--- config.mk ---
export PLATFORM = sky130hd
export DESIGN_NAME = i2c_cmd_sequencer
export DESIGN_NICKNAME = d
export VERILOG_FILES = /design/src/rtl/i2c_cmd_sequencer.sv
export SDC_FILE = /design/constraint.sdc
export NUM_CORES = 1
export LEC_CHECK = 0
export ABC_AREA = 1
export CELL_PAD_IN_SITES_DETAIL_PLACEMENT = 1
export CELL_PAD_IN_SITES_GLOBAL_PLACEMENT = 1
export CORE_ASPECT_RATIO = 1.75
export CORE_MARGIN = 3
export CORE_UTILIZATION = 30
export DETAILED_ROUTE_END_ITERATION = 6
export DONT_BUFFER_PORTS = 1
export GPL_ROUTABILITY_DRIVEN = 1
export PLACE_DENSITY_LB_ADDON = 0.1
export SLEW_MARGIN = 20
export SYNTH_ARGS = -nofsm -noshare
export SYNTH_HDL_FRONTEND = slang
export SYNTH_SLANG_ARGS = --single-unit
export TNS_END_PERCENT = 1
--- constraint.sdc ---
create_clock -name clk -period 2.5 [get_ports clk]
set_input_delay 0.125 -clock clk [delete_from_list [all_inputs] [get_ports clk]]
set_output_delay 0.125 -clock clk [all_outputs]
set_load 0.02 [all_outputs]
--- src/rtl/i2c_cmd_sequencer.sv ---
// ---------------------------------------------------------------------------------------------
// i2c_cmd_sequencer
//
// Command-queue front end for an I2C master. Host register-access commands are buffered in a
// small FIFO and launched one at a time on the master's en/addr/rw/mem_addr/data_wr inputs.
// For each command the sequencer waits for the master's busy pulse to complete, captures
// data_rd and ack_err, and returns exactly one response on a valid/ready channel. Responses
// leave in command order.
//
// Build option:
//   I2C_SEQ_RETRY_EN  When defined, a NACKed command is relaunched after RETRY_GAP idle cycles,
//                     up to MAX_RETRIES times. When undefined, a NACK is reported immediately
//                     and rsp_retries is always 0.
//
// Parameters:
//   DEPTH           command FIFO depth (power of two, >= 2)
//   LAUNCH_TIMEOUT  cycles to wait for m_busy after m_en is raised
//   MAX_RETRIES     NACK retries per command (retry build only)
//   RETRY_GAP       idle cycles between a NACK and the relaunch (retry build only)
//
// Ports:
//   clk, rst        clock; asynchronous active-low reset
//   cmd_*           command push channel (valid/ready) with addr, rw (1 = write), mem_addr, data
//   rsp_*           response channel (valid/ready) with data, code (00 ok/01 nack/10 timeout),
//                   echoed mem_addr and retries consumed
//   m_en, m_addr, m_rw, m_mem_addr, m_data_wr   registered drive to the I2C master
//   m_data_rd, m_ack_err, m_busy                status from the I2C master
//   fifo_level      current FIFO occupancy
//   idle            FIFO empty, sequencer idle and no response pending
// ---------------------------------------------------------------------------------------------
module i2c_cmd_sequencer #(
  parameter int unsigned DEPTH          = 4,
  parameter int unsigned LAUNCH_TIMEOUT = 16,
  parameter int unsigned MAX_RETRIES    = 2,
  parameter int unsigned RETRY_GAP      = 8
) (
  input  logic                     clk,
  input  logic                     rst,

  input  logic                     cmd_valid,
  output logic                     cmd_ready,
  input  logic [6:0]               cmd_addr,
  input  logic                     cmd_rw,
  input  logic [4:0]               cmd_mem_addr,
  input  logic [7:0]               cmd_data,

  output logic                     rsp_valid,
  input  logic                     rsp_ready,
  output logic [7:0]               rsp_data,
  output logic [1:0]               rsp_code,
  output logic [4:0]               rsp_mem_addr,
  output logic [1:0]               rsp_retries,

  output logic                     m_en,
  output logic [6:0]               m_addr,
  output logic                     m_rw,
  output logic [4:0]               m_mem_addr,
  output logic [7:0]               m_data_wr,
  input  logic [7:0]               m_data_rd,
  input  logic                     m_ack_err,
  input  logic                     m_busy,

  output logic [$clog2(DEPTH):0]   fifo_level,
  output logic                     idle
);

  localparam int unsigned PtrW = $clog2(DEPTH);
  localparam int unsigned LvlW = PtrW + 1;
  localparam int unsigned TmoW = $clog2(LAUNCH_TIMEOUT + 1);
  localparam int unsigned CmdW = 7 + 1 + 5 + 8;

  localparam logic [1:0] CodeOk      = 2'b00;
  localparam logic [1:0] CodeNack    = 2'b01;
  localparam logic [1:0] CodeTimeout = 2'b10;

  typedef enum logic [2:0] {
    StIdle,
    StLaunch,
    StWait,
    StResp,
    StGap
  } state_e;

  state_e state;

  // -------------------------------------------------------------------------------------------
  // Command FIFO
  // -------------------------------------------------------------------------------------------
  logic [CmdW-1:0] fifo_mem [DEPTH];
  logic [PtrW-1:0] wr_ptr;
  logic [PtrW-1:0] rd_ptr;
  logic            fifo_full;
  logic            fifo_empty;
  logic            push;
  logic            launch;
  logic [CmdW-1:0] head;

  assign fifo_full  = (fifo_level == LvlW'(DEPTH));
  assign fifo_empty = (fifo_level == '0);
  assign head       = fifo_mem[rd_ptr];

  // A stale or foreign transaction on the master (m_busy high) holds off the launch.
  assign launch = (state == StIdle) && !fifo_empty && !rsp_valid && !m_busy;

  // The slot freed by a launch can be refilled on the same edge, so a full FIFO still
  // accepts a command in the cycle it pops.
  assign cmd_ready = !fifo_full || launch;
  assign push      = cmd_valid && cmd_ready;

  always_ff @(posedge clk) begin
    if (push) begin
      fifo_mem[wr_ptr] <= {cmd_addr, cmd_rw, cmd_mem_addr, cmd_data};
    end
  end

  always_ff @(posedge clk or negedge rst) begin
    if (!rst) begin
      wr_ptr     <= '0;
      rd_ptr     <= '0;
      fifo_level <= '0;
    end else begin
      if (push) begin
        wr_ptr <= wr_ptr + PtrW'(1);
      end
      if (launch) begin
        rd_ptr <= rd_ptr + PtrW'(1);
      end
      if (push && !launch) begin
        fifo_level <= fifo_level + LvlW'(1);
      end else if (!push && launch) begin
        fifo_level <= fifo_level - LvlW'(1);
      end
    end
  end

  // -------------------------------------------------------------------------------------------
  // Retry bookkeeping
  // -------------------------------------------------------------------------------------------
  logic [1:0] retries_now;
  logic       can_retry;

`ifdef I2C_SEQ_RETRY_EN
  localparam int unsigned GapW = $clog2(RETRY_GAP + 1);

  logic [1:0]      retry_cnt;
  logic [GapW-1:0] gap_cnt;

  assign retries_now = retry_cnt;
  assign can_retry   = (retry_cnt < 2'(MAX_RETRIES));
`else
  assign retries_now = 2'b00;
  assign can_retry   = 1'b0;
`endif

  // -------------------------------------------------------------------------------------------
  // Sequencer FSM; all master and response outputs are registered here.
  // -------------------------------------------------------------------------------------------
  logic [TmoW-1:0] tmo_cnt;

  always_ff @(posedge clk or negedge rst) begin
    if (!rst) begin
      state        <= StIdle;
      m_en         <= 1'b0;
      m_addr       <= '0;
      m_rw         <= 1'b0;
      m_mem_addr   <= '0;
      m_data_wr    <= '0;
      rsp_valid    <= 1'b0;
      rsp_data     <= '0;
      rsp_code     <= '0;
      rsp_mem_addr <= '0;
      rsp_retries  <= '0;
      tmo_cnt      <= '0;
`ifdef I2C_SEQ_RETRY_EN
      retry_cnt    <= '0;
      gap_cnt      <= '0;
`endif
    end else begin
      unique case (state)
        StIdle: begin
          if (launch) begin
            // The m_* registers double as the current-command register.
            {m_addr, m_rw, m_mem_addr, m_data_wr} <= head;
            m_en    <= 1'b1;
            tmo_cnt <= '0;
`ifdef I2C_SEQ_RETRY_EN
            retry_cnt <= '0;
`endif
            state   <= StLaunch;
          end
        end

        StLaunch: begin
          if (m_busy) begin
            m_en  <= 1'b0;
            state <= StWait;
          end else if (tmo_cnt == TmoW'(LAUNCH_TIMEOUT - 1)) begin
            // Timeouts are reported directly and never retried.
            m_en         <= 1'b0;
            rsp_valid    <= 1'b1;
            rsp_code     <= CodeTimeout;
            rsp_data     <= '0;
            rsp_mem_addr <= m_mem_addr;
            rsp_retries  <= retries_now;
            state        <= StResp;
          end else begin
            tmo_cnt <= tmo_cnt + TmoW'(1);
          end
        end

        StWait: begin
          if (!m_busy) begin
            if (m_ack_err && can_retry) begin
`ifdef I2C_SEQ_RETRY_EN
              gap_cnt <= '0;
`endif
              state   <= StGap;
            end else begin
              rsp_valid    <= 1'b1;
              rsp_code     <= m_ack_err ? CodeNack : CodeOk;
              rsp_data     <= m_rw ? 8'h00 : m_data_rd;
              rsp_mem_addr <= m_mem_addr;
              rsp_retries  <= retries_now;
              state        <= StResp;
            end
          end
        end

        StResp: begin
          if (rsp_ready) begin
            rsp_valid <= 1'b0;
            state     <= StIdle;
          end
        end

`ifdef I2C_SEQ_RETRY_EN
        StGap: begin
          if (gap_cnt == GapW'(RETRY_GAP - 1)) begin
            retry_cnt <= retry_cnt + 2'd1;
            m_en      <= 1'b1;
            tmo_cnt   <= '0;
            state     <= StLaunch;
          end else begin
            gap_cnt <= gap_cnt + GapW'(1);
          end
        end
`endif

        default: begin
          m_en  <= 1'b0;
          state <= StIdle;
        end
      endcase
    end
  end

  assign idle = fifo_empty && (state == StIdle) && !rsp_valid;

endmodule
# --- Yosys cells after proc, flatten, opt, wreduce, memory -nomap -nowiden ---
# Memory sizes are Yosys's and may differ from the RTL's. A register that Yosys moved wholly into a read port is not among the register bits.
# Cells that the tools add are included.
op_classes:
  n_addsub: 5
  mul: 0
  div: 0
  order_cmp: 0
  eq_ne: 12
  shifts: 0
  muxes: 41
  bitwise_logic: 1
  reduce_logical: 29
op_table:
  columns: ["op", "n"]
  rows:
  - ["$mux 8", 4]
  - ["$mux 5", 6]
  - ["$mux 3", 7]
  - ["$pmux 5 s2", 2]
  - ["$pmux 8 s2", 1]
  - ["$mux 2", 6]
  - ["$ne 2x2->1 const B", 6]
  - ["$pmux 3 s4", 1]
  - ["$reduce_and 4->1", 3]
  - ["$mux 1", 10]
  - ["$logic_and 1x1->1", 8]
  - ["$pmux 2 s2", 2]
  - ["$logic_not 1->1", 7]
  - ["$eq 3x2->1 const B", 2]
  - ["$logic_not 3->1", 2]
  - ["$pmux 1 s3", 2]
  - ["$reduce_bool 2->1", 3]
  - ["$add 5x1->5 const B", 1]
  - ["$eq 5x4->1 const B", 1]
  - ["$reduce_and 5->1", 1]
  - ["$add 2x1->2 const B", 2]
  - ["$add 3x1->3 const B", 1]
  - ["$eq 3x1->1 const B", 1]
  - ["$eq 3x3->1 const B", 1]
  - ["other kinds (8)", 8]
word_totals:
  ff_bits: 34
  latch_bits: 0
  ramBits: 84
  romBits: 0
  in_bits: 35
  out_inout_bits: 45
  elab_cells: 100
  memories: 1
mem_list:
  columns: ["memory", "depth", "word_bits", "read_ports", "rd_clocked_by_memory_dff", "write_ports", "line", "source"]
  rows:
  - ["fifo_mem", 4, 21, 1, 1, 1, "89", "logic [CmdW-1:0] fifo_mem [DEPTH];"]

# --- Logic depth before layout (Yosys ltp) ---
logic_depth:
  ltp_word: 11
  depth_mapped: 14
  depth_no_buf: 14

# --- Worst setup path before layout ---
# No wires, ideal clock.
synth_timing:
  kind: "register to register"
  start: "register state[0]"
  end: "memory fifo_mem[0][0] in the netlist's numbering, enable pin"
  setup_time_ns: 0.399
  arrival_time_ns: 2.239
  t_required_ns: 2.101
  path_slack_ns: -0.138
  stages_incl_launch_ff: 9
  n_path_buf: 0
  period_less_slack_ns: 2.638
  path_cell_list: "dfrtp_1 > inv_1 > ha_1 > nand2_1 > nor2_2 > nand2_2 > nand2_1 > nand2_2 > nor2_1"
synth_between:
  elab_chain_len: 8
synth_rtl:
  columns: ["element", "line", "source"]
  rows:
  - ["from (decl)", "84", "state_e state;"]
  - ["from (signal assigned)", "162", "state <= StIdle;"]
  - ["from (signal assigned)", "189", "state <= StLaunch;"]
  - ["from (signal assigned)", "196", "state <= StWait;"]
  - ["$logic_not 3->1", "103", "assign launch = (state == StIdle) && !fifo_empty && !rsp_valid && !m_busy;"]
  - ["$logic_and 1x1->1 (3 in a row)", "103", null]
  - ["$logic_or 1x1->1", "107", "assign cmd_ready = !fifo_full || launch;"]
  - ["named net cmd_ready", "41", "output logic cmd_ready,"]
  - ["$logic_and 1x1->1", "108", "assign push = cmd_valid && cmd_ready;"]
  - ["$mux 1", "111", "if (push) begin"]
  - ["$mux 1 (implied by the code)", "112", "fifo_mem[wr_ptr] <= {cmd_addr, cmd_rw, cmd_mem_addr, cmd_data};"]
  - ["to (decl)", "89", null]
# The timed path passes the listed nets, and every way through them passes these cells.

# --- Worst setup path in the final report ---
layout_timing:
  start: "register state[0]"
  end: "register fifo_level[2]"
layout_between:
  elab_chain_len: 9
  elab_cells_between_ends: 12
  classes_between: "1 x mux; 11 x reduce/logical"
layout_rtl:
  columns: ["element", "line", "source"]
  rows:
  - ["$logic_not 3->1 *", "103", null]
  - ["$logic_and 1x1->1 * (3 in a row)", "103", null]
  - ["$logic_or 1x1->1 *", "107", null]
  - ["$logic_and 1x1->1 *", "108", null]
  - ["named net push", "94", "logic push;"]
  - ["$logic_not 1->1", "130", "end else if (!push && launch) begin"]
  - ["$logic_and 1x1->1", "130", null]
  - ["$reduce_bool 2->1 (no source line)", null, null]
  - ["to (signal assigned)", "129", "fifo_level <= fifo_level + LvlW'(1);"]
  - ["to (signal assigned)", "131", "fifo_level <= fifo_level - LvlW'(1);"]
  - ["to (decl)", "63", "output logic [$clog2(DEPTH):0] fifo_level,"]
# Mark *: on every way through the listed nets, which the timed path passes. The rest lies on a longest branch.
# A chain may end at the register's enable or synchronous reset.

==> impl_metrics.yaml <==
clock_network:
  worstSkewPairLatency_ps: 410
  cts_made_buffers: 17
  clkSinkCount: 136
  cts_max_level: 4
  cts_root_buf: "clkbuf_16"
  ctsLongestPathBuffers: 2
  cts_tree: "yes"
  cts.clk_slew.worst_paths_ps: 60
sta:
  period_needed_ps: 2300
  clock_skew_ps: 8.02
  rsz0062_at_grt: "false"
  worst_pin_slew_ps: 505
  post-route-period-util: 0.921
  drv_slew: 0
  relSlewSlack: 0.663
  setup_viol: 0
  fmax_mhz: 434
  hold_viol_final: 0
  final.setup.worst_slack_ps: 198
grt:
  grt_overflow: 0
  grt_max_degree: 53
  antenna_found_initial: 0
  grt-busiest-layer: "met2"
  gr-usage-met3: 0.0432
  grt.total_usage: 0.143
  met1_usage: 0.146
  grt_pass1_vias: 4109
  grt_util_met2: 0.272
  grt_pass1_wl_mm: 21.6
placement:
  place_area_um2: 5900
  place_congestion: 0.735
  hpwl_mm: 8.48
  portBuffers: 0
  place_ws_ps: 135
worst_hold_path:
  hp-class: "primary input to flip-flop"
  worstHoldStart: "m_busy"
floorplanning:
  start_util: 0.307
  die_x_um: 109
  fp-row-count: 65
  core_um2: 18100
  die_y_um: 186
  pin_count: 80
  dieArea_um2: 20300
power:
  total_power_uw: 9160
  cellPowerDensity_nw_per_um2: 1310
  leakagePower_uw: 0.00273
  peakVddDrop_mv: 0.620
setup_path:
  crit_type: "flip-flop to flip-flop"
  required_ps: 2790
  rrSetupSlack_ps: 200
  r2r_cells: 14
  timing.rr.start: "state[0]"
  r2r_end: "fifo_level[2]"
  crit_arrival_ps: 2590
  crit_fanout: 4
  cp-endpoint: "fifo_level[2]"
  setup.worst_path.start: "state[0]"
  worstSetupPathDepth: 14
  cp.buffers_inverters: 3
  start_kind: "flip-flop"
  cp-end-kind: "flip-flop"
  crit_path_frequent_cell: "inv_1"
  slowest_stage: "dfrtp_1"
  crit_path_max_incr_delay_ps: 410
  path_delay_family: "adder cells"
  cp_cell_sequence: "inv_1, ha_1, nand2_1, nor2_2, nand2_2, nand2_1, nand2_2, inv_1, ha_1, inv_1, fa_2, a21oi_1, o21ai_1, xor2_1"
synthesis:
  syn_inst: 503
  yosysTopAreaCell: "edfxtp_1"
  synth.yosys.seq_area_share: 0.686
  synth_top_area_frac: 0.453
  synth_area_um2: 5570
  yosys_warnings: 0
  synth_cell_types: 28
  avgSynthCellArea_um2: 11.1
  synth_seq_cells: 136
  synth.area.top_cells: "edfxtp_1 45%, dfrtp_1 23%, nor2_1 8.6%"
route:
  dr.pass1.iters: 4
  drt_wl_total_mm: 13.6
  drc: 0
  wl_per_cell_um: 16.9
  drtIter0Drc: 140
  postRouteAntennaNets: 0
  via_per_inst: 4.62
  num_vias: 3707
status:
  status: "complete, no violations"
layout:
  drive_above_1_share: 0.132
  layout_common_cells: "123 x nor2_1, 84 x edfxtp_1, 68 x o21ai_0"
  nNetsFinal: 602
  stdcell_area_um2: 6970
  syn2layout_area_growth_pct: 25.0
  antenna_cells: 0
  final_common_cell: "nor2_1"
run:
  cap_violations: 0
==> registers in the layout, summed over array words and instances (netlist names) <==
register and flops:
fifo_mem 84, m_data_wr 8, rsp_data 8, m_addr 7, m_mem_addr 5, rsp_mem_addr 5, tmo_cnt 5, fifo_level 3
rd_ptr 2, rsp_code 2, state 2, wr_ptr 2, m_en 1, m_rw 1, rsp_valid 1
==> routing by layer <==
layer	up-vias	share of wire
met4	0	0.014
met2	73	0.56
met5	-	0
met1	1835	0.38
li1	1786	-
met3	13	0.046
==> Yosys cell counts <==
cell type	instances
edfxtp_1	84
nor3_1	1
nand4_1	4
nand2_4	2
or2_2	3
xnor2_1	1
conb_1	1
clkinv_2	1
o21ai_2	5
nor2_1	127
buf_2	10
o21ai_0	69
nand2_2	2
xor2_1	2
o21ai_1	1
nand3_1	6
nor2_2	2
clkbuf_2	1
fa_1	1
dfrtp_1	52
a21oi_1	20
clkbuf_1	7
buf_4	4
mux2_2	1
inv_1	25
buf_6	2
ha_1	11
nand2_1	58
==> power by group <==
group	leakage, uW	internal [uW]	total [uW]	switching (uW)
combinational	0.000996	872	2510	1640
sequential	0.00141	3070	3800	733
clock	0.000330	1880	2840	967
total	0.00273	5820	9160	3340
==> how the worst min path moves through the flow <==
stage	endpoint	slack, ps	depth (start not counted)
after global routing	state[0]	40	5
after detailed placement	state[0]	-170	0
after global placement	rsp_valid	-170	0
final	state[0]	30	5
after CTS	state[0]	8	5
after floorplan	fifo_level[0]	-170	0
==> tightest hold or removal path, stage by stage <==
cell	delay, ps
inv_1	30
nand2_1	50
a21oi_1	50
nand4_1	90
nand2_1	50
==> per-stage QoR <==
stage	setup TNS, ps	cells	hold slack (ps)	utilization
2_1_floorplan	-11590	504	-171	-
3_3_place_gp	0	732	-168	0.325
3_5_place_dp	0	732	-169	0.325
4_1_cts	0	798	7.57	0.382
5_1_grt	0	802	38.4	0.384
6_report	0	802	25.7	0.384
==> layout make-up <==
class | count | area, um2
Sequential cell | 136 | 3820
Inverter | 26 | 98.8
Clock buffer | 17 | 425
Multi-Input combinational cell | 318 | 1530
Tap cell | 234 | 293
Timing Repair Buffer | 56 | 548
Clock inverter | 15 | 246
Fill cell | 1930 | 11200
==> cells by family after synthesis <==
kind of cell,synth area share
buf+inv,0.0418
flops,0.686
simple gates,0.147
compound gates,0.0887
fa+ha+maj,0.0283
mux,0.00202
other cells,0.000673
xor+xnor,0.00472
==> what timing repair did <==
action                                 in CTS  in global routing
gates resized for setup                     0                  2
setup buffers                               0                  4
endpoints found under the hold margin     149                  0
hold buffers                               34                  0
setup endpoints to repair                   0                  1
Power figures use the tool's default switching activity.
